<file path="config.mk">
export PLATFORM = sky130hd
export DESIGN_NAME = muldiv_ctrl
export DESIGN_NICKNAME = d
export VERILOG_FILES = /design/src/rtl/muldiv_pkg.sv /design/src/rtl/muldiv_step.sv /design/src/rtl/muldiv_ctrl.sv
export SDC_FILE = /design/constraint.sdc
export NUM_CORES = 1
export LEC_CHECK = 0
export CORE_MARGIN = 2
export CORE_UTILIZATION = 40
export CTS_BUF_LIST = sky130_fd_sc_hd__clkbuf_8 sky130_fd_sc_hd__clkbuf_16
export DETAILED_ROUTE_END_ITERATION = 6
export RECOVER_POWER = 50
export SETUP_SLACK_MARGIN = 0.05
export SYNTH_ARGS = -nofsm -noshare
export SYNTH_HDL_FRONTEND = slang
export SYNTH_SLANG_ARGS = --single-unit
</file>
<file path="constraint.sdc">
create_clock -name clk -period 4.4 [get_ports clk]
set_input_delay 0.88 -clock clk [delete_from_list [all_inputs] [get_ports clk]]
set_output_delay 0.88 -clock clk [all_outputs]
set_load 0.02 [all_outputs]
</file>
<file path="src/rtl/muldiv_pkg.sv">
// Shared types and constants for the RV32M multiply/divide sequencer.
package muldiv_pkg;

  // Operand/result width; the sequencer runs one iteration per bit.
  localparam int XLEN = 32;

  // Divide-by-zero quotient and the most negative signed value.
  localparam logic [XLEN-1:0] DIV_ZERO_Q = '1;
  localparam logic [XLEN-1:0] INT_MIN    = {1'b1, {(XLEN-1){1'b0}}};

  // funct3 encodings of the M extension.
  typedef enum logic [2:0] {
    OP_MUL    = 3'b000,
    OP_MULH   = 3'b001,
    OP_MULHSU = 3'b010,
    OP_MULHU  = 3'b011,
    OP_DIV    = 3'b100,
    OP_DIVU   = 3'b101,
    OP_REM    = 3'b110,
    OP_REMU   = 3'b111
  } muldiv_op_e;

  // Sequencer states.
  typedef enum logic [2:0] {
    IDLE = 3'd0,
    PREP = 3'd1,
    CALC = 3'd2,
    FIX  = 3'd3,
    DONE = 3'd4
  } muldiv_state_e;

endpackage

</file>
<file path="src/rtl/muldiv_step.sv">
// One iteration of the multi-cycle datapath: a shift-add multiply step or a
// restoring divide step. Purely combinational; the controller registers it.
//
// Register roles:
//   multiply: acc = partial product, opa = multiplicand shifted left each
//             step, opb = multiplier shifted right each step.
//   divide:   acc = {remainder, quotient}, opa[XLEN-1] supplies the next
//             dividend bit (opa shifts left), opb = divisor (held).
module muldiv_step import muldiv_pkg::*; (
  input  logic              is_div,
  input  logic [2*XLEN-1:0] acc,
  input  logic [2*XLEN-1:0] opa,
  input  logic [XLEN-1:0]   opb,
  output logic [2*XLEN-1:0] acc_nxt,
  output logic [2*XLEN-1:0] opa_nxt,
  output logic [XLEN-1:0]   opb_nxt
);

  logic [XLEN:0]   shifted;
  logic [XLEN+1:0] diff;
  logic            unused_diff_bit;

  // The remainder is always below the divisor, so after a successful trial
  // subtract bit XLEN of the difference is zero and can be dropped.
  assign unused_diff_bit = diff[XLEN];

  // Single iteration of either algorithm.
  always_comb begin
    shifted = {acc[2*XLEN-1:XLEN], opa[XLEN-1]};
    diff    = {1'b0, shifted} - {2'b00, opb};
    opa_nxt = opa << 1;
    opb_nxt = opb;
    acc_nxt = acc;
    if (is_div) begin
      if (diff[XLEN+1]) begin
        acc_nxt = {shifted[XLEN-1:0], acc[XLEN-2:0], 1'b0};
      end else begin
        acc_nxt = {diff[XLEN-1:0], acc[XLEN-2:0], 1'b1};
      end
    end else begin
      opb_nxt = opb >> 1;
      if (opb[0]) begin
        acc_nxt = acc + opa;
      end
    end
  end

endmodule

</file>
<file path="src/rtl/muldiv_ctrl.sv">
// Multi-cycle RV32M multiply/divide sequencer beside the EX-stage ALU.
// Captures operands on start, iterates one bit per cycle, holds EX via stall
// and returns Result with a one-cycle done pulse.
//
// Handshake: start is a level request sampled only in IDLE (flush wins);
// the operation is accepted on the edge where start=1 and flush=0 in IDLE.
// stall stays high from that cycle until DONE; done=1 for exactly the cycle
// in which Result is first valid, and Result then holds until the next done.
module muldiv_ctrl import muldiv_pkg::*; (
  input  logic            clk,
  input  logic            reset,
  input  logic            start,
  input  logic [2:0]      funct3,
  input  logic [XLEN-1:0] SrcA,
  input  logic [XLEN-1:0] SrcB,
  input  logic            flush,
  output logic            stall,
  output logic            busy,
  output logic            done,
  output logic [XLEN-1:0] Result,
  output muldiv_state_e   state_dbg
);

  localparam int            CW   = $clog2(XLEN);
  localparam logic [CW-1:0] LAST = CW'(XLEN - 1);

  muldiv_state_e     state, state_nxt;
  muldiv_op_e        op;
  logic [2*XLEN-1:0] opa, acc;
  logic [XLEN-1:0]   opb;
  logic [CW-1:0]     cnt;
  logic              neg_q, neg_r;

  logic              is_div, is_rem, a_sgn, b_sgn, a_neg, b_neg;
  logic [XLEN-1:0]   a_raw, a_mag, b_mag;
  logic              div_zero, div_ovf;
  logic [XLEN-1:0]   special_val, fix_val, res_val, quo, rem;
  logic [2*XLEN-1:0] prod;
  logic              res_load;
  logic [2*XLEN-1:0] acc_nxt, opa_nxt;
  logic [XLEN-1:0]   opb_nxt;

  assign state_dbg = state;

  // stall is forced low while reset is asserted, even if start is high.
  assign stall = reset & (((state == IDLE) & start & ~flush) | busy);

  muldiv_step u_step (
    .is_div  (is_div),
    .acc     (acc),
    .opa     (opa),
    .opb     (opb),
    .acc_nxt (acc_nxt),
    .opa_nxt (opa_nxt),
    .opb_nxt (opb_nxt)
  );

  // Operand decode, sign handling, special cases and final result select.
  always_comb begin
    is_div   = op inside {OP_DIV, OP_DIVU, OP_REM, OP_REMU};
    is_rem   = op inside {OP_REM, OP_REMU};
    a_sgn    = op inside {OP_MULH, OP_MULHSU, OP_DIV, OP_REM};
    b_sgn    = op inside {OP_MULH, OP_DIV, OP_REM};
    // In PREP opa still holds the raw, zero-extended rs1 value.
    a_raw    = opa[XLEN-1:0];
    a_neg    = a_sgn & a_raw[XLEN-1];
    b_neg    = b_sgn & opb[XLEN-1];
    a_mag    = a_neg ? -a_raw : a_raw;
    b_mag    = b_neg ? -opb : opb;
    div_zero = is_div && (opb == '0);
    div_ovf  = (op inside {OP_DIV, OP_REM}) && (a_raw == INT_MIN) && (opb == DIV_ZERO_Q);
    special_val = '0;
    if (div_zero) begin
      special_val = is_rem ? a_raw : DIV_ZERO_Q;
    end else if (div_ovf) begin
      special_val = is_rem ? '0 : INT_MIN;
    end
    prod = neg_q ? -acc : acc;
    quo  = neg_q ? -acc[XLEN-1:0] : acc[XLEN-1:0];
    rem  = neg_r ? -acc[2*XLEN-1:XLEN] : acc[2*XLEN-1:XLEN];
    case (op)
      OP_MUL:                        fix_val = prod[XLEN-1:0];
      OP_MULH, OP_MULHSU, OP_MULHU:  fix_val = prod[2*XLEN-1:XLEN];
      OP_DIV, OP_DIVU:               fix_val = quo;
      default:                       fix_val = rem;
    endcase
  end

  // Next-state logic and Result load decision; flush overrides everything.
  always_comb begin
    state_nxt = state;
    res_load  = 1'b0;
    res_val   = '0;
    case (state)
      IDLE: if (start && !flush) state_nxt = PREP;
      PREP: begin
        if (div_zero || div_ovf) begin
          state_nxt = DONE;
          res_load  = 1'b1;
          res_val   = special_val;
        end else begin
          state_nxt = CALC;
        end
      end
      CALC: if (cnt == LAST) state_nxt = FIX;
      FIX: begin
        state_nxt = DONE;
        res_load  = 1'b1;
        res_val   = fix_val;
      end
      DONE:    state_nxt = IDLE;
      default: state_nxt = IDLE;
    endcase
    if (flush) begin
      state_nxt = IDLE;
      res_load  = 1'b0;
    end
  end

  // State register.
  always_ff @(posedge clk or negedge reset) begin
    if (!reset) state <= IDLE;
    else        state <= state_nxt;
  end

  // Registered status outputs and Result.
  always_ff @(posedge clk or negedge reset) begin
    if (!reset) begin
      busy   <= 1'b0;
      done   <= 1'b0;
      Result <= '0;
    end else begin
      busy <= state_nxt inside {PREP, CALC, FIX};
      done <= (state_nxt == DONE);
      if (res_load) Result <= res_val;
    end
  end

  // Operand capture, magnitude formation and per-cycle iteration.
  always_ff @(posedge clk or negedge reset) begin
    if (!reset) begin
      op    <= OP_MUL;
      opa   <= '0;
      opb   <= '0;
      acc   <= '0;
      cnt   <= '0;
      neg_q <= 1'b0;
      neg_r <= 1'b0;
    end else begin
      case (state)
        IDLE: begin
          if (start && !flush) begin
            op  <= muldiv_op_e'(funct3);
            opa <= {{XLEN{1'b0}}, SrcA};
            opb <= SrcB;
          end
        end
        PREP: begin
          opa   <= {{XLEN{1'b0}}, a_mag};
          opb   <= b_mag;
          acc   <= '0;
          cnt   <= '0;
          neg_q <= a_neg ^ b_neg;
          neg_r <= a_neg;
        end
        CALC: begin
          acc <= acc_nxt;
          opa <= opa_nxt;
          opb <= opb_nxt;
          cnt <= cnt + 1'b1;
        end
        default: ;
      endcase
    end
  end

endmodule

</file>
==> out/summary.txt <==
Fraction of registers with async set or reset after synthesis = 100.0%
Starting DRT DRC Count = 1808
EDFF count, synth = 0
Crit start category = register
Fin area = 21110 µm²
Post-cts resize count = 0
WP data required = 4.82 ns
# fillers = 4573
CTS Hold Bufs = 0
Final hold violations = 0
CP Class = register to register
Core box area = 45480 µm²
Seq/Total Area, Yosys = 28.08%
Nets@finish = 2619
Count of buffers from port buffering = 108
Vias/cell = 6.264
Post-synth top area share = 28.08%
Min Hold Slack = 0.2148 ns
Clk sink count = 207
Final Max Slew Viols = 343
Clk Latency, worst-skew pair = 0.57 ns
First-pass GRT wire length = 106.3 mm
Tmin final = 4.010 ns
GPL Wtd Cong = 0.9703
Via count = 19188
Area leader, netlist = dfrtp_1
TritonCTS Buffers = 26
Failing checks = design-rule violations, max-capacitance violations, max-slew violations
Count leader, synth = o21ai_0
Effective utilization at floorplan = 40.56%
Yosys warns = 0
LEAKAGE = 9.086 nW
Area Growth Syn to Fin = 14.45%
CTS tree = built
R2R depth = 11
Synth cell types = 78
HPWL Detailed = 51.53 mm
Die area = 47850 µm²
Drt first pass iters = 7
Post-synth top cells = o21ai_0 (308), nand2_1 (256), dfrtp_1 (207)
Drt wl/cell = 22.78 µm
Clock slew at reported path FFs = 0.06 ns
Area of the multi-input gates = 12360 µm²
TNS Setup = 0 ns
Post-Synthesis Cells = 2408
Maxcap violations = 5
CTS Buffer Depth = 3
DRC = 1
Crit path from = opb[0]$_DFFE_PN0P_
ANT cells = 0
Mean Syn Cell Area = 7.660 µm²
Fmax = 0.2494 GHz
#FFs+latches synth = 207
RSZ-0062 raised after global routing = false
Post-DP Area = 20240 µm²
Layout cells sized above 1 = 6.496%
Drt total wl = 69.77 mm
Initial antenna violation count = 3
Largest net degree at the start of global routing = 129
Arr. time, crit path = 4.43 ns
CP endpoint kind = register
Peak VDD IR = 0.0003132 V
Post-route ant nets = 0
Slew HR = -49.27%
Clock Skews = 0.02653 ns
Pwr Density = 521.6 nW/µm²
Tot GR Track Use = 28.56%
Die width = 218.7 µm
Setup-failing EPs final = 0
Root buffer cell = clkbuf_16
Setup bufs post-CTS = 0
Worst slew pin tran = 2.239 ns
Std-Cell Rows = 78
Worst min path class = input port to async pin
Vias in the first global route = 18194
Reg area = 5182 µm²
CP Max Fanout = 6
Global route overflow = 0
I/O pin total = 109
Post-route clock period utilization = 91.14%
Status = complete, but fails checks
H-tree depth = 1
Mapped cell area = 18450 µm²
Main synth FF type = dfrtp_1
Synth area leaders = dfrtp_1 (28%), o21ai_0 (8.4%), ha_1 (6.9%), nand2_1 (5.2%), xnor2_1 (5.0%)
Die Ht = 218.7 µm
Syn Nets = 2583
R2r startpoint = opb[0]$_DFFE_PN0P_
report_power, final:
| part | leakage, nW | switching [W] | internal (W) | total, W |
|---|---|---|---|---|
| Sequential | 2.76 | 0.000736 | 0.00224 | 0.00298 |
| Combinational | 5.86 | 0.00352 | 0.00220 | 0.00573 |
| Clock | 0.472 | 0.000911 | 0.00139 | 0.00231 |
| Total | 9.09 | 0.00517 | 0.00584 | 0.0110 |
path summary, 6_finish.rpt:
path / to / slack (ns)
max: opb[29]$_DFFE_PN0P_ / 0.39
min: Result[29]$_DFFE_PN0P_ / 0.21
max reg2reg: opb[29]$_DFFE_PN0P_ / 0.39
min reg2reg: Result[10]$_DFFE_PN0P_ / 0.47
max in group asynchronous: cnt[3]$_DFFE_PN0N_ / 1.71
min in group clk: Result[10]$_DFFE_PN0P_ / 0.47
through the flow:
stage	std cells	total power, W	utilization, %	setup slack [ns]
global route	3063	0.01171	46.42	0.1804
floorplan	2408	0.006747	-	0.5850
CTS	3063	0.01094	46.50	0.4607
global placement	3016	0.008538	44.50	0.4851
finish	3063	0.01101	46.42	0.3900
detailed placement	3016	0.008597	44.50	0.4794
logic make-up after synthesis:
family | Yosys count | share of synthesized area (%)
fa+ha+maj | 104 | 7.136
xor+xnor | 168 | 7.977
buf+inv | 247 | 5.121
flops | 207 | 28.08
compound gates | 884 | 30.71
simple gates | 783 | 20.15
mux | 15 | 0.8275
routing by layer:
layer | GRT usage [%] | up-vias | routed length (µm)
met1 | 35.65 | 9268 | 28750
met4 | 15.27 | 4 | 4291
met5 | 0 | - | 23
met2 | 47.61 | 739 | 32430
met3 | 4.106 | 184 | 4270
li1 | - | 8993 | -
registers in the layout, summed over array words and instances (netlist names):
signal	flops
acc	64
opa	64
Result	32
opb	32
cnt	5
op	3
state_dbg	3
busy	1
done	1
neg_q	1
neg_r	1
cells in the final DEF (no fill, tap or decap), types with 17 or more instances in the layout:
cell and n:
or3_1 39, a21oi_1 164, a31oi_1 28, o31ai_1 22, inv_1 74, nand3_1 83, clkdlybuf4s50_1 101, a22o_1 37
a222oi_1 25, nand4_1 38, nor2_1 173, a211oi_1 19, ha_1 102, and2_1 17, xnor2_1 105, buf_4 72
o21a_1 19, a221oi_1 44, o211ai_1 17, clkbuf_16 27, nor4_1 25, nor3_1 64, nand2_1 256, o22a_1 24
a21o_1 66, xor2_1 63, o22ai_1 27, dfrtp_1 205, o21ai_0 308
cell type report:
type                       count  area share [%]
multi-input combinational   1954           58.55
clock buffer                  34           3.657
tap                          600           3.556
inverter                      70           1.245
timing repair buffer         185           7.811
clock inverter                13          0.6341
sequential                   207           24.55
worst max-delay path, cell delays in order (launching register included):
cell,delay [ns]
dfrtp_1,0.46
or3_1,0.44
or3_1,0.40
or4_1,0.51
or3_1,0.37
or3_1,0.35
or3_1,0.36
or3_4,0.37
nor3_1,0.15
nor3_1,0.06
a221oi_1,0.28
o21ai_0,0.11
Power figures use the tool's default switching activity.
